<file path="src/rtl/fetch_unit_pkg.sv">
// Shared fetch-stage definitions.
// Word width, bubble encoding, FSM states and queue entry layout.
package fetch_unit_pkg;

  localparam int DATA_W = 16;
  localparam logic [DATA_W-1:0] NOP_INSTR = '0;

  typedef enum logic [1:0] {
    IDLE,
    WAIT,
    DISCARD
  } fetch_state_t;

  typedef struct packed {
    logic [DATA_W-1:0] instr;
    logic [DATA_W-1:0] npc;
  } fetch_entry_t;

endpackage

</file>
<file path="src/rtl/fetch_unit_buffer.sv">
// Small synchronous FIFO holding prefetched {instr, npc} entries.
// Flush wins over a same-cycle push.
module fetch_buffer
  import fetch_unit_pkg::*;
#(
  parameter int DEPTH = 2
) (
  input  logic                    clk,
  input  logic                    rst,
  input  logic                    push,
  input  logic                    pop,
  input  logic                    flush,
  input  logic [2*DATA_W-1:0]     din,
  output logic [2*DATA_W-1:0]     head,
  output logic [$clog2(DEPTH):0]  count,
  output logic                    empty,
  output logic                    full
);

  localparam int AW = $clog2(DEPTH);
  localparam int CW = AW + 1;

  logic [2*DATA_W-1:0] mem [DEPTH];
  logic [AW-1:0] rdPtr;
  logic [AW-1:0] wrPtr;

  always_ff @(posedge clk) begin
    if (rst || flush) begin
      rdPtr <= '0;
      wrPtr <= '0;
      count <= '0;
    end else begin
      if (push) begin
        mem[wrPtr] <= din;
        wrPtr <= wrPtr + 1'b1;
      end
      if (pop) rdPtr <= rdPtr + 1'b1;
      count <= count + CW'(push) - CW'(pop);
    end
  end

  assign head  = mem[rdPtr];
  assign empty = (count == '0);
  assign full  = (count == CW'(DEPTH));

endmodule

</file>
<file path="src/rtl/fetch_unit.sv">
// Instruction-fetch stage: owns the fetch PC, talks to instruction
// memory, buffers words and feeds decode through a registered output.
module fetch_unit
  import fetch_unit_pkg::*;
#(
  parameter logic [DATA_W-1:0] RESET_PC  = '0,
  parameter int                BUF_DEPTH = 2
) (
  input  logic              clk,
  input  logic              rst,
  input  logic              Stall,
  input  logic              Redirect,
  input  logic [DATA_W-1:0] TruePC,
  output logic              IMemReq,
  output logic [DATA_W-1:0] IMemAddr,
  input  logic              IMemAck,
  input  logic [DATA_W-1:0] IMemData,
  output logic [DATA_W-1:0] Instruct,
  output logic [DATA_W-1:0] NextPC,
  output logic              InstValid
);

  localparam int CW = $clog2(BUF_DEPTH) + 1;

  fetch_state_t state;
  fetch_state_t stateNext;

  logic [DATA_W-1:0] fetchPC;
  logic [DATA_W-1:0] fetchPCNext;
  logic [DATA_W-1:0] addrNext;
  logic              reqNext;

  logic [CW-1:0] count;
  logic [CW-1:0] countNext;
  logic          empty;
  logic          full;
  logic          flush;
  logic          push;
  logic          pop;

  fetch_entry_t        pushEntry;
  fetch_entry_t        headEntry;
  logic [2*DATA_W-1:0] headRaw;

  assign flush = Redirect && !Stall;
  assign pop   = !Stall && !Redirect && !empty;
  assign push  = (state == WAIT) && IMemAck && !flush;

  assign pushEntry = '{instr: IMemData, npc: IMemAddr + 1'b1};
  assign headEntry = fetch_entry_t'(headRaw);
  assign countNext = count + CW'(push) - CW'(pop);

  fetch_buffer #(
    .DEPTH(BUF_DEPTH)
  ) u_buf (
    .clk  (clk),
    .rst  (rst),
    .push (push),
    .pop  (pop),
    .flush(flush),
    .din  (pushEntry),
    .head (headRaw),
    .count(count),
    .empty(empty),
    .full (full)
  );

  always_comb begin
    stateNext   = state;
    fetchPCNext = fetchPC;
    reqNext     = IMemReq;
    addrNext    = IMemAddr;
    unique case (state)
      IDLE: begin
        if (flush) begin
          fetchPCNext = TruePC;
        end else if (!full) begin
          stateNext = WAIT;
          reqNext   = 1'b1;
          addrNext  = fetchPC;
        end
      end
      WAIT: begin
        if (flush) begin
          fetchPCNext = TruePC;
          if (IMemAck) begin
            stateNext = IDLE;
            reqNext   = 1'b0;
          end else begin
            stateNext = DISCARD;
          end
        end else if (IMemAck) begin
          fetchPCNext = fetchPC + 1'b1;
          if (countNext < CW'(BUF_DEPTH)) begin
            addrNext = fetchPC + 1'b1;
          end else begin
            stateNext = IDLE;
            reqNext   = 1'b0;
          end
        end
      end
      DISCARD: begin
        // The in-flight word belongs to the abandoned path.
        if (flush) fetchPCNext = TruePC;
        if (IMemAck) begin
          if (!flush && countNext < CW'(BUF_DEPTH)) begin
            stateNext = WAIT;
            addrNext  = fetchPC;
          end else begin
            stateNext = IDLE;
            reqNext   = 1'b0;
          end
        end
      end
      default: begin
        stateNext = IDLE;
        reqNext   = 1'b0;
      end
    endcase
  end

  always_ff @(posedge clk) begin
    if (rst) begin
      state    <= IDLE;
      fetchPC  <= RESET_PC;
      IMemReq  <= 1'b0;
      IMemAddr <= RESET_PC;
    end else begin
      state    <= stateNext;
      fetchPC  <= fetchPCNext;
      IMemReq  <= reqNext;
      IMemAddr <= addrNext;
    end
  end

  always_ff @(posedge clk) begin
    if (rst) begin
      Instruct  <= NOP_INSTR;
      NextPC    <= RESET_PC;
      InstValid <= 1'b0;
    end else if (!Stall) begin
      if (Redirect) begin
        Instruct  <= NOP_INSTR;
        NextPC    <= TruePC;
        InstValid <= 1'b0;
      end else if (!empty) begin
        Instruct  <= headEntry.instr;
        NextPC    <= headEntry.npc;
        InstValid <= 1'b1;
      end else begin
        Instruct  <= NOP_INSTR;
        InstValid <= 1'b0;
      end
    end
  end

endmodule

</file>
<file path="config.mk">
export PLATFORM = sky130hd
export DESIGN_NAME = fetch_unit
export DESIGN_NICKNAME = d
export VERILOG_FILES = /design/src/rtl/fetch_unit_pkg.sv /design/src/rtl/fetch_unit_buffer.sv /design/src/rtl/fetch_unit.sv
export SDC_FILE = /design/constraint.sdc
export NUM_CORES = 1
export LEC_CHECK = 0
export CORE_MARGIN = 3
export CORE_UTILIZATION = 40
export CTS_BUF_LIST = sky130_fd_sc_hd__clkbuf_8
export CTS_CLUSTER_DIAMETER = 150
export DETAILED_ROUTE_END_ITERATION = 12
export GPL_ROUTABILITY_DRIVEN = 0
export HOLD_SLACK_MARGIN = 0.05
export PLACE_DENSITY = 0.62
export SYNTH_ARGS = -nofsm -noshare
export SYNTH_HDL_FRONTEND = slang
export SYNTH_SLANG_ARGS = --single-unit
</file>
<file path="constraint.sdc">
create_clock -name clk -period 4.72 [get_ports clk]
set_input_delay 0.944 -clock clk [delete_from_list [all_inputs] [get_ports clk]]
set_output_delay 0.944 -clock clk [all_outputs]
set_load 0.01 [all_outputs]
</file>
==> flow_summary.toml, run 1 <==
[run_status]
status = "completed"

[finish]
layout.nets = 673
instances_no_fill = 829
antenna_cells = 0
layout-area-overhead-vs-synth_pct = 22.96
final_design_area_no_fill_um2 = 7472
drive_gt1_share_pct = 11.94
fillCellCount = 1308
postLayoutCoreUtil_pct = 50.83

[routing]
dr.pass1.iters = 4
drtIter0Drc = 340
drc = 0
final_antenna_net_count = 0
via_count = 4439
post_drt_wl_per_cell_um = 17.41
wl_um = 14430
via_per_inst = 5.355

[cts]
clk_pin_slew_ns = 0.07
cts_setup_buffers = 0
clk_path_buf_depth = 2
clkLatencyLatePin_ns = 0.44
cts_resized = 0
hold_buffers = 0
h-tree-depth = 4
cts_made_buffers = 17
cts_tree = "built"
clockRootBuffer = "clkbuf_8"
clock-sinks = 137

[sta]
worst_slew_pin_slew_ns = 0.8914
fmax_mhz = 299.8
rsz0062_at_grt = "false"
period_share_pct = 70.66
hold_violations = 0
tns_ns = 0
fin_crit_ns = 3.335
slew_headroom_pct = 40.45
drv_slew = 0
whs_ns = 0.4957
setup_viol_count_final = 0
skew_ns = 0.01070
fin_ws_ns = 1.385

[grt]
grt_max_degree = 70
grt_pass1_wl_um = 22960
antenna_found_initial = 0
grt.total_usage_pct = 17.79
grt_pass1_vias = 4164
grt-ovfl-total = 0

[setup_path]
end_kind = "register"
critPathBufInv = 3
crit_chain = "clkdlybuf4s50_1 -> buf_4 -> nand2b_1 -> nand3_1 -> inv_1 -> ha_1 -> xnor3_1 -> o2111ai_1 -> nand2_2 -> nor2_1 -> a211oi_2"
startpoint_type = "primary input"
arrival_ns = 3.62
crit_path_max_incr_delay_ns = 0.45
critPathSlowestCell = "clkdlybuf4s50_1"
critical_path_required_ns = 5.01
crit_type = "in -> reg"
path_max_fanout = 32
path_delay_family = "simple AND/OR/NAND/NOR gates"

[logic_synthesis]
synth.top_cell.area_share_pct = 31.62
synth-main-ff-cell = "dfxtp_1"
synth_top_cells_by_area = "edfxtp_1 (32%), dfxtp_1 (24%), mux2i_1 (5.8%)"
syn_inst = 557
yosysMostFrequentCell = "nor2_1"
synth_warnings = 0
synth_nets = 598
yosys.area.top_type = "edfxtp_1"
synthArstFlopShare_pct = 0
avgSynthCellArea_um2 = 10.91
synth-edff-count = 64
yosysSeqAreaShare_pct = 55.67
ys_seq_elements = 137
yosys.cell_types.count = 57
syn_area_um2 = 6077
synth_common_cells = "nor2_1 (75), dfxtp_1 (73), edfxtp_1 (64)"

[placed_design]
place_area_um2 = 7052
dp_hpwl_um = 9784
dp.cells = 797
port_buffers = 86
place_ws_ns = 0.9479

[run]
maxCapViolCount = 0

[floorplanning]
core_um2 = 14700
die_h_um = 129.3
die_x_um = 129.3
start_util_pct = 41.34
io_pins = 87
die_area_um2 = 16710
std_cell_rows = 44

[power_and_ir_drop]
leakagePower_nw = 2.516
ir_drop_uv = 169.6
finalPower_mw = 2.802
p_per_area_nw_per_um2 = 375.0

[hold_path]
hp-class = "reg -> reg"
[worst reg2reg max path, delay by kind of cell, from the launching register on]
family,cells,cell delay (ns)
and+or+nand+nor,4,1.35
DFF,1,0.57
xor gates and xnor gates,1,0.27
AOI/OAI and AO/OA,2,0.22
adders and majority gates,1,0.16
buffers and inverters,1,0.12
[placed cells by master, fill, tap and decap left out, types with 4 or more instances in the layout]
cell type	Yosys	routed
clkdlybuf4s50_1	0	85
nor2_1	75	74
dfxtp_1	73	73
edfxtp_1	64	64
nand2_1	39	39
mux2i_1	35	35
o21ai_0	28	28
xnor2_1	25	25
a22oi_1	21	21
clkbuf_8	0	18
mux2_2	16	16
nand3_1	15	15
inv_1	10	11
a211oi_1	11	11
a21oi_1	10	10
buf_4	2	9
nor3_1	9	7
nor2b_1	6	6
xor2_1	6	6
a32oi_1	6	6
nor3_2	2	4
nand2b_1	4	4
nor4_1	4	4
a211oi_2	4	4
a31oi_1	4	4
ha_1	4	4
clkinvlp_4	0	4
[routing by layer]
| metal | GRT usage (%) | share of wire [%] |
|---|---|---|
| met2 | 26.98 | 47 |
| met4 | 5.683 | 0.79 |
| met1 | 25.23 | 48 |
| met5 | 0 | 0 |
| met3 | 4.287 | 4.3 |
[final timing paths]
| kind | cells after the start | from | slack, ns | end |
|---|---|---|---|---|
| max | 11 | Stall | 1.38 | IMemAddr[15]$_SDFFE_PP0P_ |
| min | 2 | NextPC[10]$_SDFFE_PP0P_ | 0.50 | NextPC[10]$_SDFFE_PP0P_ |
| max reg2reg | 9 | state[0]$_SDFFE_PP0P_ | 1.89 | IMemAddr[15]$_SDFFE_PP0P_ |
| min reg2reg | 2 | NextPC[10]$_SDFFE_PP0P_ | 0.50 | NextPC[10]$_SDFFE_PP0P_ |
[cell type report]
class / instances / area, um^2 / area share (%)
clock inverters: 14 / 172.7 / 2.311
repair buffers: 95 / 923.4 / 12.36
clock buffers: 18 / 247.7 / 3.315
inverters: 10 / 37.54 / 0.5023
flip-flops and latches: 137 / 3383 / 45.28
well taps: 184 / 230.2 / 3.081
multi-input cells: 371 / 2477 / 33.15
[flip-flops by register name, indices dropped and copies added (netlist names), named ones only]
signal and cells:
u_buf.count 2, fetchPC 16, IMemAddr 16, u_buf.wrPtr 1, state 2, u_buf.mem 64, NextPC 16, Instruct 16
IMemReq 1, InstValid 1, u_buf.rdPtr 1
[power by group]
part | switching [mW] | internal, mW
clock network | 0.461 | 0.538
registers | 0.0761 | 1.32
logic | 0.220 | 0.189
total | 0.756 | 2.05
[logic make-up after synthesis]
kind of cell | count (synthesis) | share of synthesized area [%]
buffers and inverters | 49 | 3.768
DFF | 137 | 55.67
and+or+nand+nor | 179 | 14.10
adders and majority gates | 4 | 0.8236
muxes | 51 | 8.730
AOI/OAI and AO/OA | 105 | 12.07
xor gates and xnor gates | 32 | 4.838
Note: power is estimated with default switching activity, not from simulation.
==> run 2, diff against run 1 <==
clock period = 3.1 ns   (was 4.72 ns; I/O delays follow)
==> run 2 against run 1 <==
Effect of this change: critical path depth unchanged; highest routed layer unchanged; sequential cell count unchanged; die area stayed put; cell area is 2.2% higher; power increased by 61%; combinational power grew 61%; clock power rose by 72%; wire length increased by 0.62%; global-route usage grew 0.31 points; setup slack worse by 0.66 ns; clock skew fell by 0.0036 ns.
==> flow_summary.toml, run 2 (synthesis gave the netlist of run 1 again) <==
[setup_path]
path_max_fanout = 32
critical_path_required_ns = 3.46
startpoint_type = "primary input"
crit_type = "in -> reg"
arrival_ns = 2.74
rrSetupSlack_ns = 0.98
end_kind = "register"

[power_and_ir_drop]
leakagePower_nw = 2.616
finalPower_mw = 4.501
clkPwrFrac_pct = 38.2
ir_drop_uv = 279.7
p_per_area_nw_per_um2 = 589.5
p_seq_share_pct = 47.1
swShare_pct = 25.93
p_sw_mw = 1.167
pwr-share-comb_pct = 14.7
p_int_mw = 3.333

[sta]
skew_ns = 0.007126
slew_headroom_pct = 57.50
worst_slew_pin_slew_ns = 0.6374
fin_crit_ns = 2.372
setup_viol_count_final = 0
fmax_mhz = 421.7
hold_violations = 0
rsz0062_at_grt = "false"
tns_ns = 0
drv_slew = 0
period_share_pct = 76.50

[cts]
cts_made_buffers = 17
cts_tree = "built"
h-tree-depth = 4
cts_resized = 0
hold_buffers = 0
clk_path_buf_depth = 2
cts_setup_buffers = 0
clkLatencyLatePin_ns = 0.45
clock-sinks = 137
clk_pin_slew_ns = 0.08
clockRootBuffer = "clkbuf_8"

[finish]
drive_gt1_share_pct = 13.57
regMostFlops = "u_buf.mem"
antenna_cells = 0
layout.nets = 684
final_common_cell = "clkdlybuf4s50_1"
layout_common_cells = "clkdlybuf4s50_1 (85), nor2_1 (74), dfxtp_1 (73)"
fillCellCount = 1302
largest_reg_flops = 64
layout-area-overhead-vs-synth_pct = 25.63

[floorplanning]
die_x_um = 129.3
std_cell_rows = 44
start_util_pct = 41.34
die_h_um = 129.3
io_pins = 87
die_area_um2 = 16710
core_um2 = 14700

[routing]
via_per_inst = 5.343
dr.pass1.iters = 5
final_antenna_net_count = 0
post_drt_wl_per_cell_um = 17.29
via_count = 4488
drtIter0Drc = 270
drc = 0
wl_um = 14520

[grt]
grt_pass1_vias = 4445
grt_pass1_wl_um = 23380
antenna_found_initial = 0
grt_max_degree = 42
grt.total_usage_pct = 18.10
grt-ovfl-total = 0

[placed_design]
dp_hpwl_um = 10280
port_buffers = 86

[run]
maxCapViolCount = 0

[hold_path]
hp-class = "reg -> reg"

[run_status]
status = "completed"
run 2: path summary, 6_finish.rpt:
check	startpoint	cells past startpoint	endpoint
max	Redirect	11	IMemAddr[1]$_SDFFE_PP0P_
min	NextPC[14]$_SDFFE_PP0P_	2	NextPC[14]$_SDFFE_PP0P_
max reg2reg	state[1]$_SDFFE_PP0P_	10	IMemAddr[1]$_SDFFE_PP0P_
min reg2reg	NextPC[14]$_SDFFE_PP0P_	2	NextPC[14]$_SDFFE_PP0P_
run 2: worst max-delay path, stage by stage:
cell and delay [ns]:
clkdlybuf4s50_1 0.57, nor3_2 0.08, ha_1 0.27, inv_1 0.04, ha_1 0.17, xnor3_1 0.26, o2111ai_1 0.15, nand2_2 0.11
buf_12 0.17, nor2_1 0.05, a311oi_1 0.23
run 2: power by group through the flow:
stage	sequential, mW	clock [mW]	combinational, mW
4_1_cts	2.12	1.76	0.664
6_report	2.12	1.72	0.660
5_1_grt	2.14	1.84	0.728
3_5_place_dp	2.16	0	0.660
2_1_floorplan	2.14	0	0.383
3_3_place_gp	2.16	0	0.643
run 2: metal layers:
layer	vias to the layer above	GRT usage [%]	wire length (um)
li1	2192	-	-
met1	2158	24.28	6744
met2	113	28.60	6905
met3	25	3.421	538
met4	0	8.091	334
met5	-	0	0
run 2: through the flow:
stage / hold WS, ns / util (%) / setup slack [ns] / area [um^2] / cells
4_1_cts: 0.5070 / 51.94 / 0.7263 / 7635 / 840
3_5_place_dp: 0.4886 / 48.71 / 0.2417 / 7159 / 808
5_1_grt: 0.5308 / 51.94 / 0.4532 / 7635 / 840
2_1_floorplan: 0.4813 / - / -0.8310 / 6077 / 557
6_report: 0.4996 / 51.94 / 0.7284 / 7635 / 840
3_3_place_gp: 0.4695 / 48.71 / 0.2931 / 7159 / 808
run 2: final cells by class:
| type | count | area (um^2) | share of cell area [%] |
|---|---|---|---|
| Sequential cell | 137 | 3383 | 44.31 |
| Multi-Input combinational cell | 371 | 2477 | 32.45 |
| Timing Repair Buffer | 106 | 1031 | 13.50 |
| Clock buffer | 19 | 261.5 | 3.425 |
| Tap cell | 184 | 230.2 | 3.015 |
| Clock inverter | 13 | 214.0 | 2.802 |
| Inverter | 10 | 37.54 | 0.4916 |
==> run 3, diff against run 2 <==
clock period = 2.2 ns   (was 3.1 ns; I/O delays follow)
==> run 3 against run 2 <==
Effect of this change: first-iteration DRC count up 23%; sequential share of layout area shrank 1.4 points; register-to-register slack lost 0.90 ns; non-clock buffer count rose by 25; clock-buffer cell count is 1 lower; setup slack got worse by 0.68 ns; global-route usage grew 0.87 points; clock power increased by 19%; sequential power rose by 40%; worst hold slack worse by 0.049 ns; wire length up 6.0%.
==> flow_summary.toml, run 3 (synthesis gave the netlist of run 1 again) <==
[cts]
cts_made_buffers = 17
cts_resized = 0
cts_tree = "built"
clkLatencyLatePin_ns = 0.44
hold_buffers = 0
h-tree-depth = 4
clk_pin_slew_ns = 0.07
clockRootBuffer = "clkbuf_8"
clk_path_buf_depth = 2
cts_setup_buffers = 0
clock-sinks = 137

[grt]
grt_pass1_wl_um = 24440
antenna_found_initial = 0
grt_max_degree = 37
grt_pass1_vias = 4497
grt-ovfl-total = 0
grt.total_usage_pct = 18.97

[setup_path]
path_max_fanout = 7
end_kind = "register"
critical_path_required_ns = 2.54
arrival_ns = 2.50
crit_type = "in -> reg"
rrSetupSlack_ns = 0.08
rr_worst_depth = 11
startpoint_type = "primary input"
worstReg2RegStart = "u_buf.count[1]$_SDFF_PP0_"
r2r-end = "IMemAddr[0]$_SDFFE_PP0P_"

[floorplanning]
die_h_um = 129.3
die_area_um2 = 16710
core_um2 = 14700
start_util_pct = 41.34
io_pins = 87
std_cell_rows = 44
die_x_um = 129.3

[hold_path]
holdPathStages = 4
hp-start = "rst"
whs_endpoint = "u_buf.count[1]$_SDFF_PP0_"
hp-class = "in -> reg"

[power_and_ir_drop]
p_per_area_nw_per_um2 = 775.0
leakagePower_nw = 2.735
ir_drop_uv = 366.9
finalPower_mw = 6.111

[finish]
layout-area-overhead-vs-synth_pct = 29.75
regMostFlops = "u_buf.mem"
final_common_cell = "clkdlybuf4s50_1"
fillCellCount = 1272
antenna_cells = 0
layout_common_cells = "clkdlybuf4s50_1 (84), dfxtp_1 (72), nor2_1 (70)"
multi_input_area_um2 = 2575
largest_reg_flops = 64
layout.nets = 709
seq_area_um2 = 3385
drive_gt1_share_pct = 18.80
final_design_area_no_fill_um2 = 7885

[sta]
period_share_pct = 97.98
setup_viol_count_final = 0
skew_ns = 0.01491
drv_slew = 0
fmax_mhz = 463.9
worst_slew_pin_slew_ns = 0.5071
hold_violations = 0
fin_crit_ns = 2.155
fin_ws_ns = 0.04454
slew_headroom_pct = 66.19

[placed_design]
dp_hpwl_um = 11070
place_ws_ns = -0.3802
port_buffers = 86
place_area_um2 = 7447

[routing]
post_drt_wl_per_cell_um = 17.80
via_per_inst = 5.361
drc = 0
via_count = 4637
final_antenna_net_count = 0
dr.pass1.iters = 5
drtIter0Drc = 333
wl_um = 15390

[run_status]
status = "completed"

[run]
maxCapViolCount = 0
[run 3: through the flow]
step / utilization (%) / std cells / TNS [ns] / hold WS [ns]
after floorplan: - / 557 / -2.888 / 0.4813
after global placement: 50.66 / 832 / -8.406 / 0.4700
after detailed placement: 50.66 / 832 / -10.96 / 0.4886
after CTS: 53.35 / 864 / 0 / 0.4363
after global routing: 53.64 / 865 / -0.008317 / 0.4496
final: 53.64 / 865 / 0 / 0.4510
[run 3: worst max-delay path, stage by stage]
cell             delay [ns]
clkdlybuf4s50_1        0.57
nor3_4                 0.07
ha_4                   0.26
inv_2                  0.03
ha_4                   0.14
xnor3_1                0.23
o2111ai_2              0.13
nand2_2                0.21
buf_4                  0.20
nor2_1                 0.05
a211oi_1               0.17
[run 3: how the worst max path moves through the flow]
stage               startpoint                        end  depth (start not counted)
floorplan                Stall   IMemAddr[4]$_SDFFE_PP0P_                         12
CTS                      Stall  IMemAddr[13]$_SDFFE_PP0P_                         10
finish                   Stall   IMemAddr[0]$_SDFFE_PP0P_                         11
global placement         Stall  IMemAddr[14]$_SDFFE_PP0P_                         11
global route             Stall  IMemAddr[11]$_SDFFE_PP0P_                         11
detailed placement       Stall  IMemAddr[14]$_SDFFE_PP0P_                         11
[run 3: where the power goes]
group	internal, mW	switching, mW
Sequential	2.83	0.148
Clock	1.04	1.00
Combinational	0.537	0.560
Total	4.40	1.71
[run 3: per-layer routing]
layer	part of all wire, %	track usage, %	vias up
li1	-	-	2238
met1	46	26.26	2268
met2	47	29.94	114
met3	4.9	4.287	17
met4	1.7	5.621	0
met5	0	0	-
[run 3: area by class of cell]
cell class,instances,share of cell area [%]
Sequential cell,137,42.92
Clock inverter,14,1.857
Clock buffer,18,3.142
Timing Repair Buffer,131,16.03
Multi-Input combinational cell,371,32.66
Tap cell,184,2.920
Inverter,10,0.4760
